===== src/rtl/spi_pkg.sv =====
// Shared definitions for the SPI command scheduler: state encoding, defaults,
// requester indices and the two-port round-robin pick.
package spi_pkg;

  localparam int unsigned DATA_W_DEF = 16;

  // Requester indices
  localparam logic REQ_HOST = 1'b0;
  localparam logic REQ_ADC  = 1'b1;

  typedef enum logic [2:0] {
    StIdle,
    StStartCmd,
    StWaitCmd,
    StStartRd,
    StWaitRd,
    StDone
  } state_e;

  // Lone requester wins; on contention the port not granted last time wins.
  function automatic logic pick_winner(input logic [1:0] req, input logic last);
    if (req == 2'b01) return REQ_HOST;
    if (req == 2'b10) return REQ_ADC;
    return ~last;
  endfunction

endpackage


===== src/rtl/spi_timeout_ctr.sv =====
// Per-transfer watchdog: counts waiting cycles and flags the final allowed cycle.
module spi_timeout_ctr #(
  parameter int unsigned TIMEOUT_CYC = 1024,
  localparam int unsigned CntW = $clog2(TIMEOUT_CYC)
) (
  input  logic clk_i,
  input  logic rst_i,
  input  logic clear_i,
  input  logic enable_i,
  output logic expired_o
);

  logic [CntW-1:0] cnt_q, cnt_d;

  assign expired_o = (cnt_q == CntW'(TIMEOUT_CYC - 1));

  // Next count: clear wins, then count up until the last allowed cycle.
  always_comb begin
    cnt_d = cnt_q;
    if (clear_i) begin
      cnt_d = '0;
    end else if (enable_i && !expired_o) begin
      cnt_d = cnt_q + CntW'(1);
    end
  end

  // Counter register
  always_ff @(posedge clk_i or posedge rst_i) begin
    if (rst_i) begin
      cnt_q <= '0;
    end else begin
      cnt_q <= cnt_d;
    end
  end

endmodule


===== src/rtl/spi_cmd_sched.sv =====
// Two-port arbiter and sequencer for the shared SPI master: command transfer,
// optional read transfer, timeout guard, one-cycle acknowledge with read data.
module spi_cmd_sched
  import spi_pkg::*;
#(
  parameter int unsigned DATA_W      = DATA_W_DEF,
  parameter int unsigned TIMEOUT_CYC = 1024
) (
  input  logic              clk_i,
  input  logic              rst_i,
  input  logic [1:0]        req_i,
  input  logic [1:0]        rd_i,
  input  logic [DATA_W-1:0] cmd0_i,
  input  logic [DATA_W-1:0] cmd1_i,
  output logic [1:0]        ack_o,
  output logic [DATA_W-1:0] rdata_o,
  output logic              err_o,
  output logic              busy_o,
  output logic              spi_start_o,
  output logic [DATA_W-1:0] spi_tx_o,
  input  logic              spi_done_i,
  input  logic [DATA_W-1:0] spi_rx_i,
  output logic              spi_cmd_reading_o
);

  state_e            state_q;
  logic              last_q;
  logic              win_q;
  logic              rd_q;
  logic [1:0]        ack_q;
  logic [DATA_W-1:0] rdata_q;
  logic              err_q;
  logic              busy_q;
  logic              start_q;
  logic [DATA_W-1:0] tx_q;
  logic              reading_q;

  logic winner;
  logic tmo_clear, tmo_enable, tmo_expired;

  assign winner     = pick_winner(req_i, last_q);
  // Clearing in the START states means each WAIT state is entered with count 0.
  assign tmo_clear  = (state_q == StStartCmd) || (state_q == StStartRd);
  assign tmo_enable = (state_q == StWaitCmd) || (state_q == StWaitRd);

  spi_timeout_ctr #(
    .TIMEOUT_CYC (TIMEOUT_CYC)
  ) u_timeout (
    .clk_i     (clk_i),
    .rst_i     (rst_i),
    .clear_i   (tmo_clear),
    .enable_i  (tmo_enable),
    .expired_o (tmo_expired)
  );

  // Sequencer FSM; every output is set on the edge that enters its state.
  always_ff @(posedge clk_i or posedge rst_i) begin
    if (rst_i) begin
      state_q   <= StIdle;
      last_q    <= 1'b1;
      win_q     <= 1'b0;
      rd_q      <= 1'b0;
      ack_q     <= '0;
      rdata_q   <= '0;
      err_q     <= 1'b0;
      busy_q    <= 1'b0;
      start_q   <= 1'b0;
      tx_q      <= '0;
      reading_q <= 1'b0;
    end else begin
      ack_q   <= '0;
      start_q <= 1'b0;
      unique case (state_q)
        StIdle: begin
          if (|req_i) begin
            win_q   <= winner;
            rd_q    <= rd_i[winner];
            tx_q    <= winner ? cmd1_i : cmd0_i;
            start_q <= 1'b1;
            busy_q  <= 1'b1;
            state_q <= StStartCmd;
          end
        end
        StStartCmd: state_q <= StWaitCmd;
        StWaitCmd: begin
          // A done arriving in the expiry cycle still counts as success.
          if (spi_done_i && rd_q) begin
            start_q   <= 1'b1;
            tx_q      <= '0;
            reading_q <= 1'b1;
            state_q   <= StStartRd;
          end else if (spi_done_i || tmo_expired) begin
            ack_q   <= 2'b01 << win_q;
            rdata_q <= '0;
            err_q   <= ~spi_done_i;
            state_q <= StDone;
          end
        end
        StStartRd: state_q <= StWaitRd;
        StWaitRd: begin
          if (spi_done_i || tmo_expired) begin
            ack_q     <= 2'b01 << win_q;
            rdata_q   <= spi_done_i ? spi_rx_i : '0;
            err_q     <= ~spi_done_i;
            reading_q <= 1'b0;
            state_q   <= StDone;
          end
        end
        StDone: begin
          busy_q  <= 1'b0;
          last_q  <= win_q;
          state_q <= StIdle;
        end
        default: state_q <= StIdle;
      endcase
    end
  end

  assign ack_o             = ack_q;
  assign rdata_o           = rdata_q;
  assign err_o             = err_q;
  assign busy_o            = busy_q;
  assign spi_start_o       = start_q;
  assign spi_tx_o          = tx_q;
  assign spi_cmd_reading_o = reading_q;

endmodule


===== config.mk =====
export PLATFORM = sky130hd
export DESIGN_NAME = spi_cmd_sched
export DESIGN_NICKNAME = d
export VERILOG_FILES = /design/src/rtl/spi_pkg.sv /design/src/rtl/spi_timeout_ctr.sv /design/src/rtl/spi_cmd_sched.sv
export SDC_FILE = /design/constraint.sdc
export NUM_CORES = 1
export LEC_CHECK = 0
export ABC_AREA = 1
export CORE_MARGIN = 2
export CORE_UTILIZATION = 50
export CTS_BUF_LIST = sky130_fd_sc_hd__clkbuf_8
export DETAILED_ROUTE_END_ITERATION = 10
export MAX_ROUTING_LAYER = met4
export PLACE_DENSITY = 0.85
export SLEW_MARGIN = 20
export SYNTH_ARGS = -nofsm -noshare
export SYNTH_HDL_FRONTEND = slang
export SYNTH_SLANG_ARGS = --single-unit

===== constraint.sdc =====
create_clock -name clk_i -period 2.86 [get_ports clk_i]
set_input_delay 0.715 -clock clk_i [delete_from_list [all_inputs] [get_ports clk_i]]
set_output_delay 0.715 -clock clk_i [all_outputs]
set_load 0.1 [all_outputs]

==> results.md, run 1 <==
- The number of sinks handled by clock tree synthesis is 54.
- The clock-pin slew on the worst setup and hold paths is 0.10 ns.
- The worst hold path begins at win_q$_DFFE_PP0P_.
- The routed wire length is 6.04 mm.
- The floorplan step defined a die boundary enclosing ~6000 um2.
- The number of antenna diodes is 0.
- The slowest stage of the critical path is the clkdlybuf4s50_1 cell.
- The worst-case headroom to the max-slew limit is 59.9%.
- The detailed-route wire length per cell is roughly 12 um.
- The top-level I/O count is 93.
- The post-route minimum period is roughly 2.0 ns.
- The iteration count of the initial detailed-routing pass is 5.
- The die width is 77.1 um.
- The clock root buffer master is clkbuf_8.
- The number of hold buffers added after CTS is 0.
- The floorplan has 26 rows.
- The netlist area before placement is 2670 um2.
- The achievable frequency is 496 MHz.
- In this run the worst path has a maximum fanout of 16.
- The launch point of the critical path is spi_done_i.
- The setup TNS after final layout is 0 ns.
- The number of gates resized after cts is 0.
- Global routing consumed, over all layers together, 22.2% of the routing resources.
- The starting density of the core is 51.9%.
- The Yosys step of the flow raised 0 warnings.
- The critical path required time is 3.08 ns.
- Counting the buffers created by CTS gives 5.
- Counting both buffers and inverters, the worst setup path holds a total of 1.
- In this run the critical register-to-register path is launched from u_timeout.cnt_q[0]$_DFFE_PP0P_.
- The TritonCTS clock tree is built.
- The flow ran to the end, and the final reports show no timing, DRC or antenna violations.
- Setup violations remaining at the end of the flow were counted as 0.
- Setup repair after global routing left no endpoint under its margin.
- The slew at the pin with the worst max-slew slack is between 0.5 and 0.6 ns.
- The area inside the core boundary is roughly 5000 um2.
- Synthesis produced a netlist with a net count of 381.
- The largest net degree at the start of global routing is 36.
- In this run the remaining antenna-violating nets after routing total 0.
- The final standard cell utilization of the core is 70.7%.
- The total count of hold-check failures in the final report is 0.
- The DRC violation count after routing is 0.
- The global routing usage on met1 is 28.7%.
- The maximum root-to-sink buffer count is 2.
- In the final layout, the share of cells above drive strength 1 is 17.5%.
- The count of maximum capacitance violations is 0.
- The first-pass GRT wire length is between 10 and 15 mm.
- The sum of overflow across all layers after global routing is 0.
- The detailed placement HPWL is 4.47 mm.
- The die extent in y is approximately 77 um.
- By startpoint and endpoint, the worst setup path is classified as in -> reg.
- A synthesized cell averages 8.22 um2.
- After the last flow step, the layout net total stands at 473.
- The number of input and output port buffers inserted is 92.
- For this block, the via count after detailed routing is 2360.
- The post-synthesis cell count is approximately 330.
- The class of the most critical hold timing path is reg -> reg.
- In the routed layout, each cell is associated on average with a via count of 4.84.
- At the worst endpoint, the arrival time is approximately 2.2 ns.
- The clock reaches the later pin of the worst-skew pair after 0.31 ns.
- The via count of the first global-routing pass is 2321.
- In this run, synthesis produced a sequential element count of 54.
- Compared with the post-synthesis result, the final layout area differs by 36.1%.
- After global routing, the most crowded layer is met2.
- The max-slew violation count was 0.
- In this run the post-CTS setup repair buffer count came out at 0.
- The initial antenna violation count is 0.
- The sequential area share after synthesis is 50.7%.
- Once layout is complete, the cells apart from fillers number 488.
- At the end of routability-driven placement, the weighted congestion stood at between 0.8 and 0.9.
- The count of H-tree levels built during CTS is 2.
- The final critical path takes up 70.4% of the cycle.
- In the global route stage, met3 resource usage came out at 3.65%.
- The worst setup path is captured at a flip-flop.
- For met2 alone, demand over resource in global routing was 36.1%.
- For this run, the slowest stage of the critical path takes around 0.66 ns.
- The kind of cell with the highest combined delay along the critical path is buffers and inverters.
- Across the routed clock network, the largest skew measured is 0.00960 ns.
- The number of library cell types mapped by synthesis is 31.
- After the first detailed-routing iteration, the DRC count stood at 154.
- The type of element launching the critical path is a primary input.
- Walking the worst path, the cells encountered are clkdlybuf4s50_1 > nand3_1 > o21ai_0.
- The total instance count after detailed placement is 480.
[metal layers]
layer	vias to the layer above	part of all wire, %
met5	-	0
met4	0	1.3
met3	7	3.8
met2	65	49
met1	1080	46
li1	1208	-
[cells by family (layout without fill, tap and decap cells)]
group | count (synthesis) | after routing | share of synthesized area, %
AND/OR/NAND/NOR | 139 | 139 | 24.8
buffers and inverters | 66 | 159 | 10.6
adder cells (fa/ha/maj) | 1 | 1 | 0.469
AO/OA/AOI/OAI | 64 | 64 | 13.1
flip-flops | 54 | 54 | 50.7
XOR/XNOR | 1 | 1 | 0.328
[through the flow]
step	hold slack [ns]	setup WS [ns]	cell area [um2]
after floorplan	0.409	0.832	2670
after global placement	0.425	0.591	3550
after detailed placement	0.426	0.489	3550
after CTS	0.434	0.813	3630
after global routing	0.454	0.714	3630
final	0.433	0.846	3630
[worst paths after layout]
check,cells past startpoint,slack (ns),to
setup / recovery,3,0.85,rdata_o[13]$_DFFE_PP0P_
hold / removal,1,0.43,ack_o[0]$_DFF_PP0_
setup reg to reg,8,1.07,rdata_o[1]$_DFFE_PP0P_
hold reg to reg,1,0.43,ack_o[0]$_DFF_PP0_
max in group asynchronous,3,1.47,last_q$_DFFE_PP1P_
min in group asynchronous,2,0.76,rdata_o[7]$_DFFE_PP0P_
[layout by cell type, fill, tap and decap left out, types with 6 or more instances in the layout]
cell type	netlist	layout
nand2_2	6	6
dfrtp_1	53	53
clkdlybuf4s50_1	0	54
o21ai_0	27	27
o21ai_1	14	13
nand4_1	7	7
nand2_1	92	92
nand3_1	16	16
a21oi_1	17	17
inv_1	52	52
buf_4	0	39
[cell type report]
| type | instances | area [um2] |
|---|---|---|
| Clock inverter | 3 | 17.5 |
| Sequential cell | 54 | 1350 |
| Timing Repair Buffer | 94 | 853 |
| Multi-Input combinational cell | 205 | 1040 |
| Tap cell | 70 | 87.6 |
| Fill cell | 432 | 1510 |
| Inverter | 57 | 216 |
| Clock buffer | 5 | 68.8 |
[state kept, by name, indices dropped and copies added, names as in the netlist]
| register | flops |
|---|---|
| rdata_o | 16 |
| ack_o | 2 |
| busy_o | 1 |
| spi_tx_o | 16 |
| err_o | 1 |
| spi_cmd_reading_o | 1 |
| spi_start_o | 1 |
| win_q | 1 |
| state_q | 3 |
| rd_q | 1 |
| last_q | 1 |
| u_timeout.cnt_q | 10 |
[synth_stat cells]
master | number | area share (%)
nand2_1 | 92 | 13
dfrtp_1 | 53 | 50
inv_1 | 52 | 7.3
o21ai_0 | 27 | 5.1
a21oi_1 | 17 | 3.2
nand3_1 | 16 | 3.0
o21ai_1 | 14 | 2.6
nand4_1 | 7 | 1.6
nand2_2 | 6 | 1.4
buf_6 | 4 | 1.7
inv_2 | 4 | 0.56
nor2_1 | 4 | 0.56
nor3_1 | 4 | 0.75
clkbuf_1 | 3 | 0.42
buf_2 | 2 | 0.37
nand3_2 | 2 | 0.75
nand3_4 | 2 | 1.3
nor2_4 | 2 | 0.84
o211ai_1 | 2 | 0.56
a21o_1 | 1 | 0.28
a31oi_4 | 1 | 0.80
dfstp_2 | 1 | 0.98
ha_1 | 1 | 0.47
inv_4 | 1 | 0.23
nand2_4 | 1 | 0.42
nor2_2 | 1 | 0.23
nor2_8 | 1 | 0.75
o21a_1 | 1 | 0.28
o21ai_2 | 1 | 0.33
or2_2 | 1 | 0.23
xnor2_1 | 1 | 0.33
[worst register-to-register path, stage by stage (launching register included)]
cell and delay, ns:
dfrtp_1 0.52, ha_1 0.28, nand2_2 0.09, nor2_4 0.16
nand3_4 0.11, nand2_4 0.11, nand3_4 0.20, nand2_1 0.12
o21ai_0 0.08
Power of run 1 is left out: the tool's default activity adds up to more than one toggle a clock period on the data nets, which glitch-free logic cannot reach.
==> inputs of run 2 (changes only) <==
- CORE_UTILIZATION: 50 -> 47
- PLACE_DENSITY: 0.85 -> 0.81
- clock period: 2.86 -> 2 ns (I/O delays scaled with it)
==> run 2 against run 1 <==
  * Clock skew is 0.0027 ns lower
  * Die area is 6.0% higher
  * First-iteration DRC count is 15% higher
  * Core utilization is 4.8 points higher
  * Highest routed layer unchanged
  * Critical path depth is 5 higher
  * Global-route usage is 1.2 points higher
  * Register-to-register slack worse by 0.89 ns
  * Non-clock buffer count is 5 higher
  * Routed wire length is 13% higher
  * Critical endpoint is now rdata_o[0]$_DFFE_PP0P_
  * Sequential cell count stayed put
  * Worst hold slack better by 0.037 ns
  * Cell area is 14% higher
  * Critical path type is now reg -> reg
==> results.md, run 2 (synthesis gave the netlist of run 1 again) <==
- The worst-case headroom to the max-slew limit is 71.9%.
- The weighted congestion at the end of routability-driven global placement is 0.761.
- The final period utilization is 91.1%.
- Leaving out fill and tap cells, the most frequent cells in the layout are nand2_1 (92), clkdlybuf4s50_1 (54), dfrtp_1 (52).
- The starting density of the core is 48.5%.
- The detailed-route wire length per cell is approximately 14 um.
- In this run, the number of DRC markers left after iteration 0 of detailed routing was approximately 180.
- The flow ran to the end, and the final reports show no timing, DRC or antenna violations.
- The count of buffering cells on the critical path with inverters included is 0.
- The floorplan step defined a die boundary enclosing 6300 um2.
- The worst path needs 1.82 ns of the cycle, external delays included.
- The DRC violation count after routing is 0.
- The final cell count without fillers is 495.
- After global routing the overflow that remains totals 0.
- The count of H-tree levels built during CTS is 2.
- TritonCTS built the clock tree.
- Compared with the post-synthesis result, the final layout area differs by 55.7%.
- The total global routing track utilization is 23.4%.
- Clock tree synthesis found a total of 54 sinks.
- For this design the static power due to leakage is 0.00206 uW.
- Clock-pin slew was measured on the worst setup and hold paths at around 0.10 ns.
- The die is 79.4 um wide.
- The total count of hold-check failures in the final report was 0.
- For the final routed database, the setup TNS stands at 0 ns.
- Along the worst path, the maximum fanout reaches 18.
- The number of antenna diodes is 0.
- The routed wire length is just under 7 mm.
- The class of the most critical hold timing path is reg -> reg.
- For the worst setup path, the data arrival time is 2.01 ns.
- The first-pass GRT wire length is 11.4 mm.
- The iteration count of the initial detailed-routing pass is 4.
- After detailed placement, the design holds a cell count of 487.
- The achievable frequency is between 500 and 600 MHz.
- Setup violations remaining at the end of the flow were counted as 0.
- The critical path goes through ha_1 > nand2_2 > nor2_4 > nand3_4 > nand2_4 > nand3_4 > nand2_1 > o21ai_0.
- The total area inside the core boundary comes to 5510 um2.
- The slowest stage of the critical path belongs to the cell dfrtp_2.
- In this run the clock root is driven by a clkbuf_8.
- The type of element launching the critical path is a flip-flop.
- The largest stage delay on the critical path is 0.46 ns.
- The final clock skew is 0.00686 ns.
- Hold repair after CTS inserted 0 buffers.
- The number of buffers created by CTS is 5.
- The final standard cell utilization of the core is about three quarters.
- Power spread over the standard cell area amounts to 1910 nW/um2.
- The final layout contains 478 nets.
- The initial antenna violation count is 0.
- Final hold analysis gives a worst-case slack of 0.471 ns.
- The count of buffers added on input and output ports is 92.
- Leaving out fill and tap cells, the most frequent cell in the layout is nand2_1.
- The via count of the routed design is 2477.
- The worst setup path is captured at a flip-flop.
- The post-route netlist has about a fifth of its cells at a drive strength greater than 1.
- Row generation in the floorplan step produced 27 rows.
- The count of nets left with antenna violations once routing finished came out at 0.
- Using the TritonRoute via totals, the vias-per-cell ratio works out to 5.00.
- The critical path required time is roughly 2.2 ns.
- The maximum root-to-sink buffer count is 2.
- The floorplan step set the die height to 79.4 um.
- The max-slew violation count came to 0.
- The via count of the first global-routing pass is 2468.
- The number of setup buffers added after CTS is 0.
- The setup slack after placement is 0.0527 ns.
- The final critical-path setup slack is 0.178 ns.
- The detailed placement HPWL is 5.10 mm.
- The count of maximum capacitance violations is 0.
- The worst supply voltage drop on vdd is 1550 uV.
- The top-level I/O count is 93.
- The family with the most delay on the worst path is simple AND/OR/NAND/NOR gates.
- Setup repair after global routing left no endpoint under its margin.
- The worst setup path is of the reg -> reg kind.
- Entering global routing, the biggest net connects 27 pins.
- The most common cell type on the critical path is nand3_4.
- The slew at the pin with the worst max-slew slack is 0.418 ns.
- The later pin in the worst-skew pair is clocked with a latency of 0.31 ns.
==> run 2: changes by cell type in the layout (fill, tap and decap cells not counted), sizes merged <==
| cell | change |
|---|---|
| bufinv | +1 |
| clkinv | -1 |
| buf | +5 |
==> run 2: path summary, 6_finish.rpt <==
check	startpoint	slack [ns]	depth (start not counted)	endpoint
worst max-delay path	u_timeout.cnt_q[0]$_DFFE_PP0P_	0.18	8	rdata_o[0]$_DFFE_PP0P_
max in group asynchronous	rst_i	0.99	3	last_q$_DFFE_PP1P_
worst min-delay path	win_q$_DFFE_PP0P_	0.47	1	ack_o[0]$_DFF_PP0_
worst min register to register	win_q$_DFFE_PP0P_	0.47	1	ack_o[0]$_DFF_PP0_
min in group asynchronous	rst_i	0.48	2	rdata_o[5]$_DFFE_PP0P_
worst max register to register	u_timeout.cnt_q[0]$_DFFE_PP0P_	0.18	8	rdata_o[0]$_DFFE_PP0P_
==> run 2: final cells by class <==
class                   count  area [um2]
well taps                  72        90.1
clock inverters             3        47.5
multi-input cells         205        1040
flip-flops and latches     54        1350
repair buffers             99        1340
clock buffers               5        68.8
fillers                   381        1350
inverters                  57         216
==> run 2: per-layer routing <==
layer	up-vias	share of wire, %	wire (um)	global-route usage (%)
li1	1219	-	-	-
met1	1172	40	2740	29.7
met2	68	52	3520	37.5
met3	18	5.7	389	5.77
met4	0	2.5	170	7.24
met5	-	0	0	-
==> run 2: power breakdown <==
part,switching [uW],internal (uW),leakage (uW)
registers,450,1520,0.000692
clock network,388,383,0.0000591
logic,3500,1710,0.00131
==> run 2: through the flow <==
step / total power [uW] / instance area [um2]
final: 7950 / 4160
after global routing: 8320 / 4160
after CTS: 7980 / 4160
after detailed placement: 7210 / 4040
after global placement: 7090 / 4040
after floorplan: 5280 / 2670
==> run 2: timing repair <==
action                                  4_1_cts  5_1_grt
resized for setup                             0        1
hold endpoints to repair                      0        0
endpoints found under the setup margin        0        2
Note: power is estimated with default switching activity, not from simulation.
